### config.mk
export PLATFORM = sky130hd
export DESIGN_NAME = ifetch_queue_flat
export DESIGN_NICKNAME = d
export VERILOG_FILES = /design/src/rtl/ifetch_queue_if.sv /design/src/rtl/ifetch_queue.sv /design/src/flat_wrapper.sv
export SDC_FILE = /design/constraint.sdc
export NUM_CORES = 1
export LEC_CHECK = 0
export ABC_CLOCK_PERIOD_IN_PS = 5960
export CORE_ASPECT_RATIO = 0.7
export CORE_MARGIN = 1
export CORE_UTILIZATION = 55
export DETAILED_ROUTE_END_ITERATION = 8
export PLACE_DENSITY_LB_ADDON = 0.1
export SLEW_MARGIN = 10
export SYNTH_ARGS = -nofsm -noshare
export SYNTH_HDL_FRONTEND = slang
export SYNTH_SLANG_ARGS = --single-unit
### constraint.sdc
create_clock -name clk -period 5.96 [get_ports clk]
set_clock_uncertainty 0.05 [all_clocks]
set_input_delay 1.192 -clock clk [delete_from_list [all_inputs] [get_ports clk]]
set_output_delay 1.192 -clock clk [all_outputs]
set_load 0.05 [all_outputs]
### src/rtl/ifetch_queue_if.sv
// rtl/ifetch_queue_if.sv - fetch-queue bus bundle: instruction memory side, CPU side and redirect
interface ifetch_queue_if;
  logic        imem_req;
  logic [31:0] imem_addr;
  logic        imem_ready;
  logic        imem_rvalid;
  logic [31:0] imem_rdata;
  logic        instr_valid;
  logic [31:0] instr_data;
  logic [31:0] instr_pc;
  logic        instr_ready;
  logic        redirect;
  logic [31:0] redirect_pc;

  modport master (
    output imem_req, imem_addr, instr_valid, instr_data, instr_pc,
    input  imem_ready, imem_rvalid, imem_rdata, instr_ready, redirect, redirect_pc
  );

  modport slave (
    input  imem_req, imem_addr, instr_valid, instr_data, instr_pc,
    output imem_ready, imem_rvalid, imem_rdata, instr_ready, redirect, redirect_pc
  );
endinterface

### src/rtl/ifetch_queue.sv
// rtl/ifetch_queue.sv - instruction prefetch queue with credit-limited fetch and redirect flush
module ifetch_queue #(
  parameter int          DEPTH    = 4,
  parameter logic [31:0] RESET_PC = 32'h0000_0000
) (
  input logic           clk,
  input logic           reset,
  ifetch_queue_if.master bus
);
  localparam int AW = $clog2(DEPTH);
  localparam int CW = $clog2(DEPTH + 1);

  logic [31:0]   fetch_pc;
  logic [31:0]   resp_pc;     // pc belonging to the next non-stale response
  logic [CW-1:0] occupancy;
  logic [CW-1:0] inflight;
  logic [CW-1:0] discard;
  logic [AW-1:0] wr_ptr;
  logic [AW-1:0] rd_ptr;
  logic [31:0]   data_mem [DEPTH];
  logic [31:0]   pc_mem   [DEPTH];

  logic accept;
  logic push;
  logic pop;
  logic drop;

  // Request only while every outstanding response, stale ones included, has a guaranteed slot
  always_comb begin
    bus.imem_req  = !reset && ((int'(occupancy) + int'(inflight) + int'(discard)) < DEPTH);
    bus.imem_addr = fetch_pc;
    accept        = bus.imem_req && bus.imem_ready;
    drop          = bus.imem_rvalid && (discard != '0);
    push          = bus.imem_rvalid && (discard == '0) && !bus.redirect;
    bus.instr_valid = !reset && (occupancy != '0);
    pop           = bus.instr_valid && bus.instr_ready;
    bus.instr_data = bus.instr_valid ? data_mem[rd_ptr] : 32'h0;
    bus.instr_pc   = bus.instr_valid ? pc_mem[rd_ptr]   : 32'h0;
  end

  // Fetch pointer, response tracking and FIFO bookkeeping; redirect overrides push and pop
  always_ff @(posedge clk) begin
    if (reset) begin
      fetch_pc  <= RESET_PC;
      resp_pc   <= RESET_PC;
      occupancy <= '0;
      inflight  <= '0;
      discard   <= '0;
      wr_ptr    <= '0;
      rd_ptr    <= '0;
    end else if (bus.redirect) begin
      fetch_pc  <= bus.redirect_pc & 32'hFFFF_FFFC;
      resp_pc   <= bus.redirect_pc & 32'hFFFF_FFFC;
      occupancy <= '0;
      wr_ptr    <= '0;
      rd_ptr    <= '0;
      inflight  <= '0;
      // Everything outstanding becomes stale; a response arriving now retires one of them
      discard   <= discard + inflight + CW'(accept) - CW'(bus.imem_rvalid);
    end else begin
      if (accept) fetch_pc <= fetch_pc + 32'd4;
      if (push) begin
        resp_pc <= resp_pc + 32'd4;
        wr_ptr  <= wr_ptr + AW'(1);
      end
      if (pop) rd_ptr <= rd_ptr + AW'(1);
      occupancy <= occupancy + CW'(push) - CW'(pop);
      inflight  <= inflight + CW'(accept) - CW'(push);
      discard   <= discard - CW'(drop);
    end
  end

  // FIFO storage: returned word together with the address it was fetched from
  always_ff @(posedge clk) begin
    if (push && !reset) begin
      data_mem[wr_ptr] <= bus.imem_rdata;
      pc_mem[wr_ptr]   <= resp_pc;
    end
  end
endmodule

### src/flat_wrapper.sv
// flat-port wrapper written by rule: the top's interface ports become plain ports
module ifetch_queue_flat 
#(
  parameter int          DEPTH    = 4,
  parameter logic [31:0] RESET_PC = 32'h0000_0000
)
  (clk, reset, bus_imem_req, bus_imem_addr, bus_instr_valid, bus_instr_data, bus_instr_pc, bus_imem_ready, bus_imem_rvalid, bus_imem_rdata, bus_instr_ready, bus_redirect, bus_redirect_pc);
  ifetch_queue_if bus_i ();
  input logic clk;
  input logic reset;
  output wire logic [$bits(bus_i.imem_req)-1:0] bus_imem_req;
  output wire logic [$bits(bus_i.imem_addr)-1:0] bus_imem_addr;
  output wire logic [$bits(bus_i.instr_valid)-1:0] bus_instr_valid;
  output wire logic [$bits(bus_i.instr_data)-1:0] bus_instr_data;
  output wire logic [$bits(bus_i.instr_pc)-1:0] bus_instr_pc;
  input wire logic [$bits(bus_i.imem_ready)-1:0] bus_imem_ready;
  input wire logic [$bits(bus_i.imem_rvalid)-1:0] bus_imem_rvalid;
  input wire logic [$bits(bus_i.imem_rdata)-1:0] bus_imem_rdata;
  input wire logic [$bits(bus_i.instr_ready)-1:0] bus_instr_ready;
  input wire logic [$bits(bus_i.redirect)-1:0] bus_redirect;
  input wire logic [$bits(bus_i.redirect_pc)-1:0] bus_redirect_pc;
  assign bus_imem_req = bus_i.imem_req;
  assign bus_imem_addr = bus_i.imem_addr;
  assign bus_instr_valid = bus_i.instr_valid;
  assign bus_instr_data = bus_i.instr_data;
  assign bus_instr_pc = bus_i.instr_pc;
  assign bus_i.imem_ready = bus_imem_ready;
  assign bus_i.imem_rvalid = bus_imem_rvalid;
  assign bus_i.imem_rdata = bus_imem_rdata;
  assign bus_i.instr_ready = bus_instr_ready;
  assign bus_i.redirect = bus_redirect;
  assign bus_i.redirect_pc = bus_redirect_pc;
  ifetch_queue #(.DEPTH(DEPTH), .RESET_PC(RESET_PC)) u_core (.clk(clk), .reset(reset), .bus(bus_i));
endmodule
==> flow_metrics.env <==
export IMPL_status="completed"
export IMPL_critPathKind="reg -> out"
export IMPL_ys_flop_type="edfxtp_1"
export IMPL_fin_crit_ns=5.136
export IMPL_post_route_period_util_pct=86.17
export IMPL_grt_pass1_wl_um=43190
export IMPL_area_growth_pct=21.89
export IMPL_fin_nets=1132
export IMPL_drive_gt1_share_pct=12.71
export IMPL_drc=0
export IMPL_timing_rr_end="u_core.discard[2]"
export IMPL_hold_viol_final=0
export IMPL_ys_types=52
export IMPL_rrSetupSlack_ns=2.07
export IMPL_die_y_um=133.5
export IMPL_hold_path_class="reg -> reg"
export IMPL_antenna_found_initial=1
export IMPL_synthArstFlopShare_pct=0
export IMPL_wirelength_um=27200
export IMPL_cpMostUsedCell="ha_1"
export IMPL_postRouteAntennaNets=0
export IMPL_synth_area_per_cell_um2=15.52
export IMPL_dp_cells=1324
export IMPL_place_hpwl_um=17980
export IMPL_core_region_area_um2=23930
export IMPL_synth_edff_count=248
export IMPL_post_drt_wl_per_cell_um=19.71
export IMPL_track_usage_pct=22.04
export IMPL_postCtsSetupBuffers=0
export IMPL_min_delay_start="u_core.wr_ptr[1]"
export IMPL_worstSkewPairLatency_ns=0.54
export IMPL_placement_io_buffers=161
export IMPL_clockRootBuffer="clkbuf_16"
export IMPL_crit_fanout=6
export IMPL_syn_inst=875
export IMPL_worstSetupEndpoint="bus_imem_req"
export IMPL_slowest_delay_ns=0.83
export IMPL_synth_warnings=0
export IMPL_setup_tns_ns=0
export IMPL_mostFrequentLayoutCells="edfxtp_1 (248), clkdlybuf4s50_1 (161), and2_1 (73), dfxtp_1 (73), mux4_2 (62)"
export IMPL_via_per_inst=5.728
export IMPL_cap_violations=0
export IMPL_relSlewSlack_pct=36.88
export IMPL_cts_buffers=30
export IMPL_cts_sinks=323
export IMPL_rsz0062_at_grt="false"
export IMPL_start_kind="flop"
export IMPL_final_max_slew_viol_count=0
export IMPL_io_pin_count=168
export IMPL_fillers=1638
export IMPL_grt_max_degree=62
export IMPL_setup_viol=0
export IMPL_place_area_um2=15570
export IMPL_h_tree_depth=1
export IMPL_arrival_ns=3.89
export IMPL_final_common_cell="edfxtp_1"
export IMPL_finalPower_mw=5.029
export IMPL_cts_tree="done"
export IMPL_initial_core_util_pct=56.73
export IMPL_die_w_um=189.8
export IMPL_rows=47
export IMPL_grt_pass1_vias=7802
export IMPL_rr_worst_depth=14
export IMPL_leakage_nw=5.466
export IMPL_first_pass_iters=5
export IMPL_powerDensity_nw_per_um2=303.9
export IMPL_hold_buffers=0
export IMPL_diodes=0
export IMPL_clkTransAtPathRegs_ns=0.06
export IMPL_netlist_area_um2=13580
export IMPL_cts_buffer_depth=3
export IMPL_cp_end_kind="primary output"
export IMPL_worstReg2RegStart="u_core.inflight[0]"
export IMPL_finalWeightedCongestion=0.8638
export IMPL_drt_initial_drc_count=536
export IMPL_layoutNonFillerInstCount=1380
export IMPL_num_vias=7904
export IMPL_worstSetupStartpoint="u_core.inflight[0]"
export IMPL_cts_resized_gates=0
export IMPL_ir_drop_v=0.0002289
export IMPL_slowest_stage="clkdlybuf4s50_1"
export IMPL_path_cells="ha_1, fa_1, xor2_1, ha_1, or4_4, nor2_1, and2_1, clkdlybuf4s50_1"
export IMPL_die_area_um2=25330
export IMPL_grt_overflow_total=0
export IMPL_synth_seq_cells=323
export IMPL_worst_pin_slew_ns=0.9454
export IMPL_ys_seq_area_share_pct=65.91
export IMPL_max_freq_mhz=194.7
export IMPL_crit_required_ns=4.72
export IMPL_postLayoutCellArea_um2=16550
-- routing by layer --
metal | track usage (%) | part of all wire, % | vias up
li1 | - | - | 3696
met1 | 35.29 | 48 | 3880
met2 | 31.95 | 43 | 295
met3 | 4.215 | 8.3 | 31
met4 | 3.405 | 1.2 | 2
met5 | 0 | 0.048 | -
-- synthesized netlist by cell type (all sizes together), types with 3 or more instances --
master	number	area share [%]
a211oi	4	0.22
a21boi	19	1.1
a21oi	13	0.48
a31oi	10	0.46
and2	74	3.4
and3	18	0.83
and4	9	0.58
buf	16	0.65
clkbuf	32	0.89
dfxtp	75	11
edfxtp	248	55
fa	5	0.74
ha	19	1.8
inv	21	0.58
mux4	62	10
nand2	25	0.69
nand3	27	1.0
nand4	20	0.97
nor2	25	0.73
nor3	8	0.29
nor4	7	0.48
nor4b	3	0.24
o21a	27	1.5
o21ai	19	0.70
o31a	11	0.71
or3	9	0.41
or4	6	0.36
xnor2	23	1.5
xor2	26	1.7
-- cell families (layout without fill, tap and decap cells) --
logic type | after synthesis | in the layout | share of synthesized area, %
mux | 64 | 64 | 10.43
other cells | 1 | 4 | 0.02762
fa+ha+maj | 24 | 24 | 2.488
simple gates | 235 | 235 | 10.34
compound gates | 110 | 110 | 5.520
buf+inv | 69 | 253 | 2.120
xor+xnor | 49 | 49 | 3.161
flops | 323 | 323 | 65.91
-- sequential cells by signal, indices dropped and copies added, names as in the netlist, named ones only --
| name | flops |
|---|---|
| u_core.pc_mem | 120 |
| u_core.rd_ptr | 2 |
| u_core.data_mem | 128 |
| u_core.bus.imem_addr | 30 |
| u_core.resp_pc | 30 |
| u_core.inflight | 3 |
| u_core.wr_ptr | 2 |
| u_core.discard | 3 |
| u_core.occupancy | 3 |
-- per-stage QoR --
step	setup slack [ns]	util, %	hold WS, ns
floorplan	2.169	-	0.4101
CTS	0.8043	69.14	0.4590
global route	0.6762	69.14	0.4890
detailed placement	1.010	65.05	0.4405
finish	0.8243	69.14	0.4592
global placement	0.9899	65.05	0.4369
-- where the power goes --
group,internal [mW],switching (mW)
Sequential,2.51,0.0787
Clock,1.10,0.776
Combinational,0.237,0.330
-- area by class of cell --
| cell class | instances | area (um^2) | area share, % |
|---|---|---|---|
| Clock buffer | 48 | 882.1 | 5.330 |
| Clock inverter | 8 | 97.59 | 0.5897 |
| Inverter | 21 | 78.83 | 0.4763 |
| Multi-Input combinational cell | 486 | 4364 | 26.37 |
| Sequential cell | 323 | 8954 | 54.11 |
| Tap cell | 318 | 397.9 | 2.404 |
| Timing Repair Buffer | 176 | 1774 | 10.72 |
-- worst min path at each step --
stage,to,cells after the start
final,u_core.wr_ptr[1],2
after global routing,u_core.wr_ptr[1],2
after CTS,u_core.wr_ptr[1],2
after detailed placement,u_core.wr_ptr[1],2
after global placement,u_core.wr_ptr[1],2
after floorplan,u_core.pc_mem[0][30],0
-- critical path: cells and delay by family, from the launching register on --
| family | cells | cell delay [ns] |
|---|---|---|
| and+or+nand+nor | 3 | 1.13 |
| adders and majority gates | 3 | 0.89 |
| buffers and inverters | 1 | 0.83 |
| DFF | 1 | 0.34 |
| xor gates and xnor gates | 1 | 0.16 |
(Power assumes the default switching activity.)
